==> src/rtl/mem_boot_loader.sv <==
// mem_boot_loader: streams a byte image into instruction or data memory.
// Bytes arrive on a valid/ready handshake. They are packed MSB-first into
// 32-bit words. Each word is written to consecutive word addresses starting
// at BASE_ADDR. The CPU is held stalled while a load is in progress.
module mem_boot_loader #(
    parameter int unsigned       ADDR_W    = 8,
    parameter logic [ADDR_W-1:0] BASE_ADDR = '0
) (
    input  logic              clk_i,
    input  logic              rst_i,
    input  logic              start_i,
    input  logic              target_sel_i,
    input  logic [ADDR_W:0]   word_count_i,
    input  logic [7:0]        in_byte_i,
    input  logic              in_valid_i,
    output logic              in_ready_o,
    output logic [ADDR_W-1:0] mem_addr_o,
    output logic [31:0]       mem_wdata_o,
    output logic              inst_we_o,
    output logic              data_we_o,
    output logic              busy_o,
    output logic              cpu_stall_o,
    output logic              done_o,
    output logic              err_o,
    output logic [31:0]       checksum_o
);

    typedef enum logic [1:0] {
        IDLE  = 2'd0,
        RECV  = 2'd1,
        WRITE = 2'd2,
        DONE  = 2'd3
    } state_e;

    // Largest legal word count: a load may fill the whole memory.
    localparam logic [ADDR_W:0]   MAX_COUNT = {1'b1, {ADDR_W{1'b0}}};
    localparam logic [ADDR_W:0]   CNT_ONE   = (ADDR_W+1)'(1);
    localparam logic [ADDR_W-1:0] ADDR_ONE  = ADDR_W'(1);

    state_e            state_q, state_d;
    logic              target_q, target_d;
    logic [ADDR_W:0]   remaining_q, remaining_d;
    logic [ADDR_W-1:0] addr_q, addr_d;
    logic [31:0]       word_q, word_d;
    logic [1:0]        byte_idx_q, byte_idx_d;
    logic [31:0]       checksum_q, checksum_d;
    logic              err_q, err_d;
    logic              count_legal;

    assign count_legal = (word_count_i != '0) && (word_count_i <= MAX_COUNT);

    // State register with synchronous reset; reset mid-load drops the partial word.
    always_ff @(posedge clk_i) begin
        // NOTE: sequential state uses non-blocking assignments so every
        // register samples its pre-edge inputs, independent of block order.
        if (rst_i) begin
            state_q     <= IDLE;
            target_q    <= 1'b0;
            remaining_q <= '0;
            addr_q      <= BASE_ADDR;
            word_q      <= '0;
            byte_idx_q  <= '0;
            checksum_q  <= '0;
            err_q       <= 1'b0;
        end else begin
            state_q     <= state_d;
            target_q    <= target_d;
            remaining_q <= remaining_d;
            addr_q      <= addr_d;
            word_q      <= word_d;
            byte_idx_q  <= byte_idx_d;
            checksum_q  <= checksum_d;
            err_q       <= err_d;
        end
    end

    // Next-state and output decode for the load sequencer.
    always_comb begin
        // NOTE: every signal gets a default first so no path through the
        // case statement leaves one unassigned, which would infer a latch.
        state_d     = state_q;
        target_d    = target_q;
        remaining_d = remaining_q;
        addr_d      = addr_q;
        word_d      = word_q;
        byte_idx_d  = byte_idx_q;
        checksum_d  = checksum_q;
        err_d       = err_q;
        in_ready_o  = 1'b0;
        inst_we_o   = 1'b0;
        data_we_o   = 1'b0;
        busy_o      = 1'b0;
        done_o      = 1'b0;

        case (state_q)
            IDLE, DONE: begin
                done_o = (state_q == DONE);
                if (start_i) begin
                    if (count_legal) begin
                        target_d    = target_sel_i;
                        remaining_d = word_count_i;
                        addr_d      = BASE_ADDR;
                        byte_idx_d  = '0;
                        checksum_d  = '0;
                        err_d       = 1'b0;
                        state_d     = RECV;
                    end else begin
                        err_d   = 1'b1;
                        state_d = IDLE;
                    end
                end
            end

            RECV: begin
                in_ready_o = 1'b1;
                busy_o     = 1'b1;
                if (in_valid_i) begin
                    // First byte of a word is the most significant one.
                    case (byte_idx_q)
                        2'd0:    word_d[31:24] = in_byte_i;
                        2'd1:    word_d[23:16] = in_byte_i;
                        2'd2:    word_d[15:8]  = in_byte_i;
                        default: word_d[7:0]   = in_byte_i;
                    endcase
                    byte_idx_d = byte_idx_q + 2'd1;
                    if (byte_idx_q == 2'd3) begin
                        state_d = WRITE;
                    end
                end
            end

            WRITE: begin
                busy_o      = 1'b1;
                inst_we_o   = ~target_q;
                data_we_o   = target_q;
                checksum_d  = checksum_q + word_q;
                addr_d      = addr_q + ADDR_ONE;
                remaining_d = remaining_q - CNT_ONE;
                state_d     = (remaining_q == CNT_ONE) ? DONE : RECV;
            end

            default: begin
                state_d = IDLE;
            end
        endcase
    end

    assign cpu_stall_o = busy_o;
    assign mem_addr_o  = addr_q;
    assign mem_wdata_o = word_q;
    assign err_o       = err_q;
    assign checksum_o  = checksum_q;

endmodule
==> config.mk <==
export PLATFORM = sky130hd
export DESIGN_NAME = mem_boot_loader
export DESIGN_NICKNAME = d
export VERILOG_FILES = /design/src/rtl/mem_boot_loader.sv
export SDC_FILE = /design/constraint.sdc
export NUM_CORES = 1
export LEC_CHECK = 0
export ABC_CLOCK_PERIOD_IN_PS = 2600
export BUFFER_PORTS_ARGS = -buffer_cell sky130_fd_sc_hd__buf_2
export CAP_MARGIN = 40
export CORE_MARGIN = 5
export CORE_UTILIZATION = 51
export DETAILED_ROUTE_END_ITERATION = 8
export PLACE_DENSITY = 0.83
export SYNTH_ARGS = -nofsm -noshare
export SYNTH_HDL_FRONTEND = slang
export SYNTH_SLANG_ARGS = --single-unit
==> constraint.sdc <==
create_clock -name clk_i -period 2.6 [get_ports clk_i]
set_input_delay 0.65 -clock clk_i [delete_from_list [all_inputs] [get_ports clk_i]]
set_output_delay 0.65 -clock clk_i [all_outputs]
set_load 0.02 [all_outputs]
==> summary.txt <==
Outcome
  • Status: finished with violations
  • Violated checks: setup timing

Floorplanning
  • Site Rows: 37
  • Initial core utilization: 51.4%
  • Die width: 111 um
  • Die area: 12400 um2
  • Num ports: 101
  • Chip height: 111 um
  • Core area: 10200 um2

Final layout
  • Layout Cells excl Fill: 897
  • Layout area overhead: 24.3%
  • Fillers: 859
  • Share of cells above drive strength 1: 26.0%
  • # nets final: 821
  • Ant diodes: 0
  • Utilization after layout: 63.9%

Synth
  • Mean Syn Cell Area: 8.33 um2
  • Yosys cell types: 60
  • Synth area leaders: dfxtp_1 (33%), ha_1 (10%), mux2i_1 (6.9%), nor2_1 (5.3%), a21oi_1 (4.6%)
  • Synthesized instance count: 628
  • Top cells by count, synth: dfxtp_1 (87), nor2_1 (74), nand2_1 (60)
  • Ys async rst share: 0%
  • FF+latch count, synth: 87
  • Post-synth EDFFs: 0
  • Register area share after synthesis: 33.3%
  • Count leader, synth: dfxtp_1
  • YS warnings: 0
  • Ys flop type: dfxtp_1
  • Syn_nets: 693
  • Largest area contributor in the netlist: dfxtp_1
  • Yosys top cell area share: 33.3%
  • Post-Syn Area: 5230 um2

Setup path
  • R2R depth: 12
  • Worst setup EP type: flop
  • Crit-path cells: ha_4, inv_2, fa_2, nor2b_4, o31ai_4, a2111oi_4, a211oi_2, o41a_4, o21bai_4, a221oi_2, or4_1, nand3_1
  • Worst Path Arrival: 3.00 ns
  • Worst path slowest cell: o41a_4
  • Crit path kind: flop to flop
  • Buf+Inv Stages, Crit Path: 1
  • Worst EP required: 2.92 ns
  • CP max FO: 3
  • Crit path max-delay family: compound AO/OA/AOI/OAI gates
  • Register-to-register setup slack: -0.08 ns
  • Slowest stage delay, CP: 0.39 ns
  • R2R Path Start: mem_wdata_o[0]$_SDFFE_PP0P_
  • Startpoint types: flop
  • FF-to-FF End: checksum_o[28]$_SDFFE_PP0P_

Global route
  • Global-route wire length before repair: 25.4 mm
  • Largest net degree at the start of global routing: 40
  • Global route total overflow: 0
  • Antenna violations before repair: 0
  • Number of global-route vias before repair: 5153
  • GRT Resource Usage Total: 24.9%

Clock network
  • CTS HTree Levels: 3
  • Clk sinks: 87
  • Max Buffers Root-to-Sink: 2
  • Root buf cell: clkbuf_8
  • Cts hold-fix bufs: 0
  • Clock transition at path regs: 0.09 ns
  • TritonCTS clock tree: built
  • Clk Latency, worst-skew pair: 0.38 ns
  • Inserted Clock Buffers: 9

Worst hold path
  • WHS Path Cells: 2
  • Hold path endpoint: checksum_o[7]$_SDFFE_PP0P_
  • Hold_sp: checksum_o[7]$_SDFFE_PP0P_
  • Hold WC Path Type: flop to flop

Power
  • Sequential power share: 46.2%
  • Leakage power: 3.23 nW
  • Sw frac: 27.9%
  • Worst vdd ir: 359 uV
  • Sw power: 0.845 mW
  • Gate power share: 15.0%
  • Power Total: 3.03 mW
  • PwrDens: 466 nW/um2
  • Clock power frac: 38.8%
  • P_int: 2.19 mW

Routing
  • DR iter-0 viols: 464
  • WL final: 16.0 mm
  • Drt pass-1 iters: 5
  • Vias/cell: 5.94
  • Routed via count: 5332
  • Wire per inst: 17.9 um
  • Antenna Nets Post-Route: 0
  • DRC: 0

Flow run
  • Maxcap violations: 0

Timing
  • F_max: 373 MHz
  • Tightest Pin Transition: 0.673 ns
  • Final WS setup: -0.0790 ns
  • Final setup TNS: -0.160 ns
  • Relative slew slack: 55.0%
  • Final setup viols: 4
  • Pins over their slew limit: 0
  • Minimum clock period: 2.68 ns
  • Unrepaired setup endpoints after global routing: yes
  • Fin Clk Skew: 0.00388 ns
  • Hold Vio Cnt, Final: 0
  • Final worst path period share: 103%

Place
  • Dpl hpwl: 11.7 mm
  • Pre-CTS WS: -0.123 ns
  • # placed instances: 877
  • Port Buffer Count: 100
  • Routability Congestion: 1.01
## metrics by stage
step / area [um2] / hold slack (ns)
after floorplan: 5250 / 0.469
after global placement: 6130 / 0.459
after detailed placement: 6130 / 0.468
after CTS: 6410 / 0.482
after global routing: 6500 / 0.510
final: 6500 / 0.485
## cells by family (layout without fill, tap and decap cells)
group	after synthesis	in the layout	synth area share, %
XOR/XNOR	32	32	5.36
AND/OR/NAND/NOR	219	219	19.6
buffers and inverters	48	181	3.68
multiplexers	36	36	6.89
AO/OA/AOI/OAI	163	163	20.7
flip-flops	87	87	33.3
adder cells (fa/ha/maj)	43	43	10.4
## how the worst max path moves through the flow
| stage | slack (ns) | endpoint | depth (start not counted) | from |
|---|---|---|---|---|
| after CTS | -0.07 | checksum_o[28]$_SDFFE_PP0P_ | 12 | mem_wdata_o[0]$_SDFFE_PP0P_ |
| final | -0.08 | checksum_o[28]$_SDFFE_PP0P_ | 12 | mem_wdata_o[0]$_SDFFE_PP0P_ |
| after global routing | -0.20 | checksum_o[24]$_SDFFE_PP0P_ | 11 | mem_wdata_o[11]$_SDFFE_PP0P_ |
| after floorplan | -0.11 | checksum_o[28]$_SDFFE_PP0P_ | 12 | mem_wdata_o[0]$_SDFFE_PP0P_ |
| after global placement | -0.08 | checksum_o[28]$_SDFFE_PP0P_ | 12 | mem_wdata_o[0]$_SDFFE_PP0P_ |
| after detailed placement | -0.12 | checksum_o[28]$_SDFFE_PP0P_ | 12 | mem_wdata_o[0]$_SDFFE_PP0P_ |
## what timing repair did
action	CTS	global route
buffers inserted	1	3
setup endpoints to repair	6	13
resized for setup	6	17
pin swaps	2	3
## layout by cell type, fill, tap and decap left out, types with 5 or more instances in the layout
cell type	count
nor3_1	7
a22oi_1	8
inv_1	16
xnor2_1	13
o21ai_0	33
or3_1	5
o21bai_1	7
buf_2	100
nand2b_1	10
nand4_1	8
nor2_1	74
mux2i_1	36
nand3_1	23
dfxtp_2	5
a211oi_1	12
dfxtp_1	80
a21oi_1	45
o21ai_1	5
a21o_1	15
xor2_1	17
buf_4	47
nand2_1	60
ha_1	37
and3_1	7
clkbuf_8	9
## flip-flops by register name, summed over array words and instances, names as in the netlist
| signal | count |
|---|---|
| mem_wdata_o | 32 |
| checksum_o | 32 |
| mem_addr_o | 8 |
| remaining_q | 9 |
| byte_idx_q | 2 |
| target_q | 1 |
| err_o | 1 |
| state_q | 2 |
## routing by layer
| metal | part of all wire, % | GRT usage (%) |
|---|---|---|
| met2 | 45 | 39.8 |
| met1 | 41 | 30.9 |
| met4 | 5.2 | 11.8 |
| met3 | 8.6 | 7.04 |
| met5 | 0 | 0 |
## worst reg2reg max path: stages (launching register included)
cell	delay (ns)
dfxtp_4	0.37
ha_4	0.13
inv_2	0.04
fa_2	0.36
nor2b_4	0.16
o31ai_4	0.08
a2111oi_4	0.30
a211oi_2	0.08
o41a_4	0.39
o21bai_4	0.14
a221oi_2	0.09
or4_1	0.39
nand3_1	0.09
## power by group through the flow
stage	logic, mW	clock network [mW]	registers, mW
3_3_place_gp	0.430	0	1.43
6_report	0.455	1.18	1.40
3_5_place_dp	0.448	0	1.43
5_1_grt	0.494	1.25	1.40
2_1_floorplan	0.284	0	1.44
4_1_cts	0.451	1.18	1.40
## final cells by class
cell class / count / area (um2) / share of cell area (%)
multi-input cells: 493 / 3390 / 52.1
flip-flops and latches: 87 / 1760 / 27.0
repair buffers: 148 / 873 / 13.4
clock buffers: 12 / 178 / 2.73
well taps: 136 / 170 / 2.62
clock inverters: 4 / 72.6 / 1.12
inverters: 17 / 63.8 / 0.981
Note: power is estimated with default switching activity, not from simulation.
